**src/rtl/i2s_frame_ctrl.sv**
```systemverilog
// I2S frame controller: word select and per-bit FIFO strobes in the serial-clock domain.
// Define I2S_FRAME_CNT_EN to add the completed-stereo-frame counter output frame_cnt.
module i2s_frame_ctrl #(
    parameter logic FIRST_WS = 1'b0,
    parameter int   CNT_W    = 16
) (
    input  logic       sclk,
    input  logic       rst,
    input  logic       en,
    input  logic       frame_32,
    input  logic       std_lj,
    input  logic       tx_en,
    input  logic       rx_en,
    input  logic       tx_empty,
    input  logic       rx_full,
    input  logic       clr_err,
    output logic       ws,
    output logic       tx_read,
    output logic       rx_write,
    output logic [4:0] bit_cnt,
    output logic       busy,
    output logic       underrun,
    output logic       overrun
`ifdef I2S_FRAME_CNT_EN
    ,
    output logic [CNT_W-1:0] frame_cnt
`endif
);

    typedef enum logic [1:0] {S_IDLE, S_LEAD, S_RUN, S_DRAIN} state_t;

    if (CNT_W < 1) begin : g_cnt_w_check
        $error("CNT_W must be at least 1");
    end

    state_t     r_state;
    logic       r_f32, r_lj, r_txen, r_rxen;
    logic       r_chan;
    logic       r_ws, r_tx_read, r_rx_write, r_busy, r_underrun, r_overrun;
    logic [4:0] r_bit_cnt;

    logic       w_idle, w_active, w_f32, w_txen, w_rxen;
    logic       w_wrap, w_end, w_start, w_tx_skip, w_rx_skip;
    logic [4:0] w_top;

    // In IDLE the live config applies to the starting edge; afterwards only the latched copy.
    assign w_idle    = (r_state == S_IDLE);
    assign w_active  = (r_state == S_RUN) || (r_state == S_DRAIN);
    assign w_f32     = w_idle ? frame_32 : r_f32;
    assign w_txen    = w_idle ? tx_en : r_txen;
    assign w_rxen    = w_idle ? rx_en : r_rxen;
    assign w_top     = w_f32 ? 5'd31 : 5'd15;
    assign w_wrap    = w_active && (r_bit_cnt == 5'd0);
    assign w_end     = w_wrap && (r_state == S_DRAIN) && (r_chan != FIRST_WS);
    assign w_start   = (w_idle && en && std_lj) || (r_state == S_LEAD) || (w_wrap && !w_end);
    assign w_tx_skip = w_start && w_txen && tx_empty;
    assign w_rx_skip = w_start && w_rxen && rx_full;

    always_ff @(posedge sclk or posedge rst) begin
        if (rst) begin
            r_state    <= S_IDLE;
            r_f32      <= 1'b0;
            r_lj       <= 1'b0;
            r_txen     <= 1'b0;
            r_rxen     <= 1'b0;
            r_chan     <= FIRST_WS;
            r_ws       <= FIRST_WS;
            r_tx_read  <= 1'b0;
            r_rx_write <= 1'b0;
            r_bit_cnt  <= 5'd0;
            r_busy     <= 1'b0;
            r_underrun <= 1'b0;
            r_overrun  <= 1'b0;
        end else begin
            r_underrun <= w_tx_skip || (r_underrun && !clr_err);
            r_overrun  <= w_rx_skip || (r_overrun && !clr_err);
            if (w_start) begin
                r_tx_read  <= w_txen && !tx_empty;
                r_rx_write <= w_rxen && !rx_full;
            end
            case (r_state)
                S_IDLE: begin
                    if (en) begin
                        r_f32     <= frame_32;
                        r_lj      <= std_lj;
                        r_txen    <= tx_en;
                        r_rxen    <= rx_en;
                        r_bit_cnt <= w_top;
                        r_busy    <= 1'b1;
                        r_chan    <= FIRST_WS;
                        r_state   <= std_lj ? S_RUN : S_LEAD;
                    end
                end
                S_LEAD: begin
                    r_state <= S_RUN;
                    r_chan  <= FIRST_WS;
                end
                S_RUN, S_DRAIN: begin
                    if (w_end) begin
                        r_state    <= S_IDLE;
                        r_busy     <= 1'b0;
                        r_bit_cnt  <= 5'd0;
                        r_ws       <= FIRST_WS;
                        r_tx_read  <= 1'b0;
                        r_rx_write <= 1'b0;
                    end else begin
                        if ((r_state == S_RUN) && !en) r_state <= S_DRAIN;
                        // Philips moves ws one bit early; left-justified moves it with the MSB.
                        if (w_wrap) begin
                            r_bit_cnt <= w_top;
                            r_chan    <= ~r_chan;
                            if (r_lj) r_ws <= ~r_chan;
                        end else begin
                            r_bit_cnt <= r_bit_cnt - 5'd1;
                            if (!r_lj && (r_bit_cnt == 5'd1)) r_ws <= ~r_ws;
                        end
                    end
                end
                default: r_state <= S_IDLE;
            endcase
        end
    end

`ifdef I2S_FRAME_CNT_EN
    logic [CNT_W-1:0] r_frame_cnt;
    logic             w_frame_done;

    assign w_frame_done = w_wrap && (r_chan != FIRST_WS);

    always_ff @(posedge sclk or posedge rst) begin
        if (rst) r_frame_cnt <= '0;
        else if (w_frame_done) r_frame_cnt <= r_frame_cnt + 1'b1;
    end

    assign frame_cnt = r_frame_cnt;
`endif

    assign ws       = r_ws;
    assign tx_read  = r_tx_read;
    assign rx_write = r_rx_write;
    assign bit_cnt  = r_bit_cnt;
    assign busy     = r_busy;
    assign underrun = r_underrun;
    assign overrun  = r_overrun;

endmodule
```
**config.mk**
```make
export PLATFORM = sky130hd
export DESIGN_NAME = i2s_frame_ctrl
export DESIGN_NICKNAME = d
export VERILOG_FILES = /design/src/rtl/i2s_frame_ctrl.sv
export SDC_FILE = /design/constraint.sdc
export NUM_CORES = 1
export LEC_CHECK = 0
export ABC_AREA = 1
export CAP_MARGIN = 20
export CORE_MARGIN = 1
export CORE_UTILIZATION = 54
export CTS_CLUSTER_SIZE = 16
export DETAILED_ROUTE_END_ITERATION = 10
export PLACE_DENSITY = 0.94
export RECOVER_POWER = 25
export SLEW_MARGIN = 20
export SYNTH_ARGS = -nofsm -noshare
export SYNTH_HDL_FRONTEND = slang
export SYNTH_SLANG_ARGS = --single-unit
```
**constraint.sdc**
```tcl
create_clock -name sclk -period 2.29 [get_ports sclk]
set_clock_uncertainty 0.05 [all_clocks]
set_input_delay 0.229 -clock sclk [delete_from_list [all_inputs] [get_ports sclk]]
set_output_delay 0.229 -clock sclk [all_outputs]
set_load 0.005 [all_outputs]
```
==> results of run 1 <==
[worst max-delay path, delay by kind of cell (launching register included)]
family                     cells  cell delay [ns]
and+or+nand+nor                7             0.77
DFF                            1             0.42
adders and majority gates      1             0.18
buffers and inverters          1             0.15
[how the worst min path moves through the flow]
stage | slack, ns | from | endpoint
floorplan | 0.12 | rst | bit_cnt[0]
global placement | 0.41 | r_txen | r_txen
detailed placement | 0.42 | underrun | underrun
CTS | 0.32 | rst | r_state[0]
global route | 0.47 | busy | busy
finish | 0.43 | rst | r_rxen
[metal layers]
| metal | vias up | wire, µm | share of wire, % | track usage, % |
|---|---|---|---|---|
| li1 | 495 | - | - | - |
| met1 | 448 | 1010 | 45 | 31.5 |
| met2 | 37 | 1080 | 48 | 36.1 |
| met3 | 4 | 123 | 5.5 | 3.92 |
| met4 | 0 | 25 | 1.1 | 7.65 |
| met5 | - | 0 | 0 | 0 |
[cell usage in the layout, fill, tap and decap left out]
cell type        netlist  routed
nand3_1                8       8
nand3b_1               4       4
clkbuf_8               0       1
dlygate4sd3_1          0       1
a21oi_1                3       3
nand2_1               39      39
ha_1                   3       3
nor2_4                 2       2
nand4_2                2       2
o211ai_2               1       1
clkdlybuf4s50_1        0      19
nor2_2                 4       4
o21ai_1                1       1
clkbuf_4               0       3
dfrtp_1               18      18
o311ai_1               1       1
inv_2                  5       5
o21ai_0               13      13
nor2_1                13      13
xor2_1                 2       2
inv_1                 19      19
nand2_2                2       2
nand4_1                1       1
[report_power, final]
group	total (mW)	switching (mW)	leakage (nW)	internal, mW
combinational	0.777	0.414	0.418	0.363
clock	0.195	0.0984	0.0210	0.0966
sequential	0.593	0.133	0.218	0.460
total	1.56	0.645	0.657	0.919
[synthesized netlist by cell type (all sizes together)]
cell    number
nor2        19
o311ai       1
a21oi        3
xor2         2
inv         24
nand4        3
nand2       41
dfrtp       18
o211ai       1
o21ai       14
nand3b       4
buf          1
ha           3
nand3        8
[layout make-up]
cell class / count / area share, %
clock buffers: 4 / 2.74
repair buffers: 20 / 15.1
inverters: 24 / 6.79
flip-flops and latches: 18 / 34.0
well taps: 25 / 2.36
multi-input cells: 99 / 39.1
[kinds of logic (layout without fill, tap and decap cells)]
logic type / count (synthesis) / after routing / synth area share (%)
simple gates: 75 / 75 / 33.3
compound gates: 19 / 19 / 9.94
xor+xnor: 2 / 2 / 1.64
flops: 18 / 18 / 42.1
buf+inv: 25 / 48 / 9.47
fa+ha+maj: 3 / 3 / 3.51
==> results.json, run 1 <==
{
  "status": "finished clean",
  "yosys.area.top_type": "dfrtp_1",
  "gpl.final_weighted_congestion": 0.927,
  "grt_start_max_net_pins": 19,
  "portBuffers": 20,
  "setup_viol": 0,
  "antenna_found_initial": 0,
  "cp-start-kind": "flop",
  "cts_setup_buffers": 0,
  "vias": 984,
  "drt-total-wl_mm": 2.24,
  "grt_usage_pct": 22.9,
  "wl_per_cell_um": 11.8,
  "critPathRequiredTime_ns": 2.42,
  "yosysSeqAreaShare_pct": 42.1,
  "path_class": "reg2reg",
  "reg2reg_slack_ns": 0.60,
  "fp-row-count": 15,
  "post-route-period-util_pct": 73.8,
  "stdcell_count": 190,
  "clkTransAtPathRegs_ns": 0.11,
  "cp-endpoint": "busy",
  "clock_sinks": 18,
  "worstPathMaxFanout": 7,
  "cts_tree": "done",
  "slew_headroom_pct": 53.5,
  "fillers": 122,
  "grt_overflow": 0,
  "finalSetupTns_ns": 0,
  "area_growth_pct": 24.0,
  "ys_top_cells_by_area": "dfrtp_1, nand2_1, inv_1",
  "power_mw": 1.56,
  "period_minus_slack_ns": 1.69,
  "diodes": 0,
  "dpl_cell_area_mm2": 0.00129,
  "critical-path-slowest-cell": "dfrtp_1",
  "maxCapViolations": 0,
  "dp_slack_ns": 0.650,
  "synth_cell_types": 20,
  "timing.final.ws_setup_ns": 0.600,
  "final_util_pct": 74.4,
  "ctsHtreeMaxLevel": 1,
  "grt_pass1_wl_mm": 3.52,
  "synth_fp_nets": 155,
  "critPathCaptureType": "flop",
  "reg2reg_from": "bit_cnt[0]",
  "netlist_area_mm2": 0.00107,
  "path_cells": "inv_1 -> ha_1 -> nand2_1 -> nor2_2 -> nand4_2 -> nand2_1 -> nand3_1 -> nand2_1 -> nand2_1",
  "dp.cells": 186,
  "hold_violations": 0,
  "r2r-end": "busy",
  "ant_nets": 0,
  "avgSynthCellArea_um2": 7.53,
  "dieArea_mm2": 0.00216,
  "cts_hold_buf": 0,
  "finalMaxSlewViolations": 0,
  "largest_reg_flops": 5,
  "nNetsFinal": 179,
  "avgViaCountPerCell": 5.18,
  "hold_class": "in2async",
  "cp_data_arrival_time_ns": 1.82,
  "grt_pass1_vias": 852,
  "design_area_mm2": 0.00133,
  "ir_worst_vdd_mv": 0.763,
  "maxClockFrequency_ghz": 0.592,
  "clk_latency_ns": 0.28,
  "worst_pin_slew_ns": 0.697,
  "max_stage_delay_ns": 0.42,
  "layout-drive-gt1-share_pct": 12.1,
  "cts_buffers": 3,
  "power_density_mw_per_mm2": 1180,
  "multi_input_area_um2": 518,
  "synth_seq_cells": 18,
  "cts-root-buf": "clkbuf_4",
  "r2r_cells": 9,
  "die_h_um": 46.5,
  "synth_top_area_share_pct": 42.1,
  "core_area_mm2": 0.00178,
  "ios": 21,
  "whs_ns": 0.426,
  "grt_setup_unrepaired": "no",
  "crit_path_start": "bit_cnt[0]",
  "chipWidth_um": 46.5,
  "drc": 0,
  "clockBufferDepth": 2,
  "cts_resized": 0,
  "start_util_pct": 60.0,
  "dp_hpwl_mm": 1.72,
  "first_pass_iters": 6,
  "synth_cells": 142,
  "critPathMostFrequentCell": "nand2_1",
  "yosys_warnings": 0,
  "leakage_nw": 0.657,
  "seqCellArea_um2": 450,
  "drt_iter0_markers": 39
}
No activity file was read; power rests on OpenSTA's default activity.
==> run 2, diff against run 1 <==
--- a/config.mk
+++ b/config.mk
@@ -8,10 +8,10 @@
 export ABC_AREA = 1
 export CAP_MARGIN = 20
 export CORE_MARGIN = 1
-export CORE_UTILIZATION = 54
+export CORE_UTILIZATION = 50
 export CTS_CLUSTER_SIZE = 16
 export DETAILED_ROUTE_END_ITERATION = 10
-export PLACE_DENSITY = 0.94
+export PLACE_DENSITY = 0.89
 export RECOVER_POWER = 25
 export SLEW_MARGIN = 20
 export SYNTH_ARGS = -nofsm -noshare
==> constraint.sdc (replaced) <==
create_clock -name sclk -period 1.76 [get_ports sclk]
set_clock_uncertainty 0.05 [all_clocks]
set_input_delay 0.176 -clock sclk [delete_from_list [all_inputs] [get_ports sclk]]
set_output_delay 0.176 -clock sclk [all_outputs]
set_load 0.005 [all_outputs]
==> run 2 against run 1 <==
  * Total power up 31%
  * Highest routed layer unchanged
  * Critical path depth stayed put
  * Core utilization down 6.4 points
  * Sequential share of layout area is 0.54 points lower
  * First-iteration DRC count decreased by 7.7%
  * Largest power group unchanged
  * Sequential cell count unchanged
  * Largest cell class unchanged
==> results.json, run 2 (synthesized netlist as in run 1, its figures left out) <==
{
  "finalMaxSlewViolations": 0,
  "max_stage_delay_ns": 0.41,
  "period_minus_slack_ns": 1.62,
  "hold_violations": 0,
  "area_growth_pct": 26.0,
  "drc": 0,
  "cts-root-buf": "clkbuf_4",
  "multi_input_area_um2": 518,
  "fp-row-count": 16,
  "portBuffers": 20,
  "clkPwrFrac_pct": 12.8,
  "ios": 21,
  "ir_worst_vdd_mv": 1.08,
  "seqPwrFrac_pct": 37.0,
  "largest_reg_flops": 5,
  "vias": 962,
  "grt_setup_unrepaired": "no",
  "chipWidth_um": 48.3,
  "fillers": 153,
  "p_comb_share_pct": 50.2,
  "ctsHtreeMaxLevel": 1,
  "drt-total-wl_mm": 2.12,
  "maxCapViolations": 0,
  "gpl.final_weighted_congestion": 0.887,
  "leakage_nw": 0.667,
  "diodes": 0,
  "critPathRequiredTime_ns": 1.90,
  "grt_start_max_net_pins": 19,
  "grt_pass1_wl_mm": 3.23,
  "seqCellArea_um2": 450,
  "drt_iter0_markers": 36,
  "worstPathMaxFanout": 5,
  "grt_overflow": 0,
  "status": "finished clean",
  "clock_sinks": 18,
  "p_sw_share_pct": 40.7,
  "avgViaCountPerCell": 4.93,
  "first_pass_iters": 4,
  "dieArea_mm2": 0.00233,
  "cts_tree": "done",
  "worst_pin_slew_ns": 0.932,
  "clk_latency_ns": 0.30,
  "path_class": "reg2reg",
  "power_mw": 2.05,
  "power.switching_mw": 0.833,
  "cts_hold_buf": 0,
  "mostFrequentLayoutCell": "nand2_1",
  "finalSetupTns_ns": 0,
  "cp-start-kind": "flop",
  "critPathCaptureType": "flop",
  "clkTransAtPathRegs_ns": 0.11,
  "nNetsFinal": 182,
  "setup_viol": 0,
  "clockBufferDepth": 2,
  "mostFrequentLayoutCells": "nand2_1, inv_1, clkdlybuf4s50_1",
  "critical-path-slowest-cell": "dfrtp_1",
  "dp_hpwl_mm": 1.71,
  "wl_per_cell_um": 10.9,
  "post-route-period-util_pct": 92.2,
  "die_h_um": 48.3,
  "power_density_mw_per_mm2": 1520,
  "path_cells": "inv_1 -> ha_1 -> inv_1 -> nor2_1 -> nand4_2 -> nor2_2 -> nor2_1 -> o21ai_0 -> o21ai_0",
  "ant_nets": 0,
  "start_util_pct": 54.0,
  "antenna_found_initial": 0,
  "grt_pass1_vias": 778,
  "slew_headroom_pct": 37.9,
  "layout-drive-gt1-share_pct": 13.1,
  "cts_setup_buffers": 0,
  "hold_class": "in2reg",
  "maxClockFrequency_ghz": 0.616,
  "cts_buffers": 3,
  "cp_data_arrival_time_ns": 1.76,
  "cts_resized": 0,
  "grt_usage_pct": 20.5,
  "core_area_mm2": 0.00198,
  "cellInternalPower_mw": 1.21
}
==> run 2: cell types whose count changed in the layout (fill, tap and decap cells not counted) <==
cell      previous run  this run
clkbuf_1             0         1
buf_4                0         2
==> run 2: critical path: cells and delay by family (launching register included) <==
kind | cells | cell delay (ns)
flip-flops | 1 | 0.41
buffers and inverters | 2 | 0.18
AO/OA/AOI/OAI | 2 | 0.18
adder cells (fa/ha/maj) | 1 | 0.18
AND/OR/NAND/NOR | 4 | 0.51
==> run 2: area by class of cell <==
type	count	area share [%]
Clock buffer	4	2.69
Inverter	24	6.69
Multi-Input combinational cell	99	38.4
Sequential cell	18	33.4
Tap cell	27	2.51
Timing Repair Buffer	23	16.2
==> run 2: power by group through the flow <==
| stage | Clock [mW] | Sequential (mW) | Combinational (mW) |
|---|---|---|---|
| global route | 0.279 | 0.779 | 1.18 |
| CTS | 0.269 | 0.756 | 1.04 |
| global placement | 0 | 0.753 | 1.00 |
| finish | 0.262 | 0.757 | 1.03 |
| floorplan | 0 | 0.747 | 0.645 |
| detailed placement | 0 | 0.763 | 1.04 |
==> run 2: routing by layer <==
layer	global-route usage [%]	up-vias	routed length, µm
met5	0	-	0
met2	29.9	13	1030
met3	3.33	5	63
met4	10.0	0	45
met1	29.5	442	984
li1	-	502	-
==> run 2: path summary, 6_finish.rpt <==
| check | to | from | cells after the start | slack [ns] |
|---|---|---|---|---|
| min in group asynchronous | bit_cnt[1] | rst | 3 | 0.52 |
| worst min register to register | overrun | overrun | 2 | 0.44 |
| worst max-delay path | bit_cnt[3] | bit_cnt[0] | 9 | 0.14 |
| max in group asynchronous | r_lj | rst | 3 | 0.57 |
| worst max register to register | bit_cnt[3] | bit_cnt[0] | 9 | 0.14 |
| worst min-delay path | r_f32 | frame_32 | 3 | 0.41 |
==> run 2: per-stage QoR <==
stage / hold slack, ns / instances / util, % / instance area, µm² / setup WS [ns]
2_1_floorplan: 0.0646 / 142 / - / 1070 / 0.294
3_3_place_gp: 0.414 / 191 / 66.4 / 1320 / 0.220
3_5_place_dp: 0.419 / 191 / 66.4 / 1320 / 0.177
4_1_cts: 0.128 / 195 / 68.2 / 1350 / 0.147
5_1_grt: 0.438 / 195 / 68.0 / 1350 / 0.00298
6_report: 0.410 / 195 / 68.0 / 1350 / 0.138
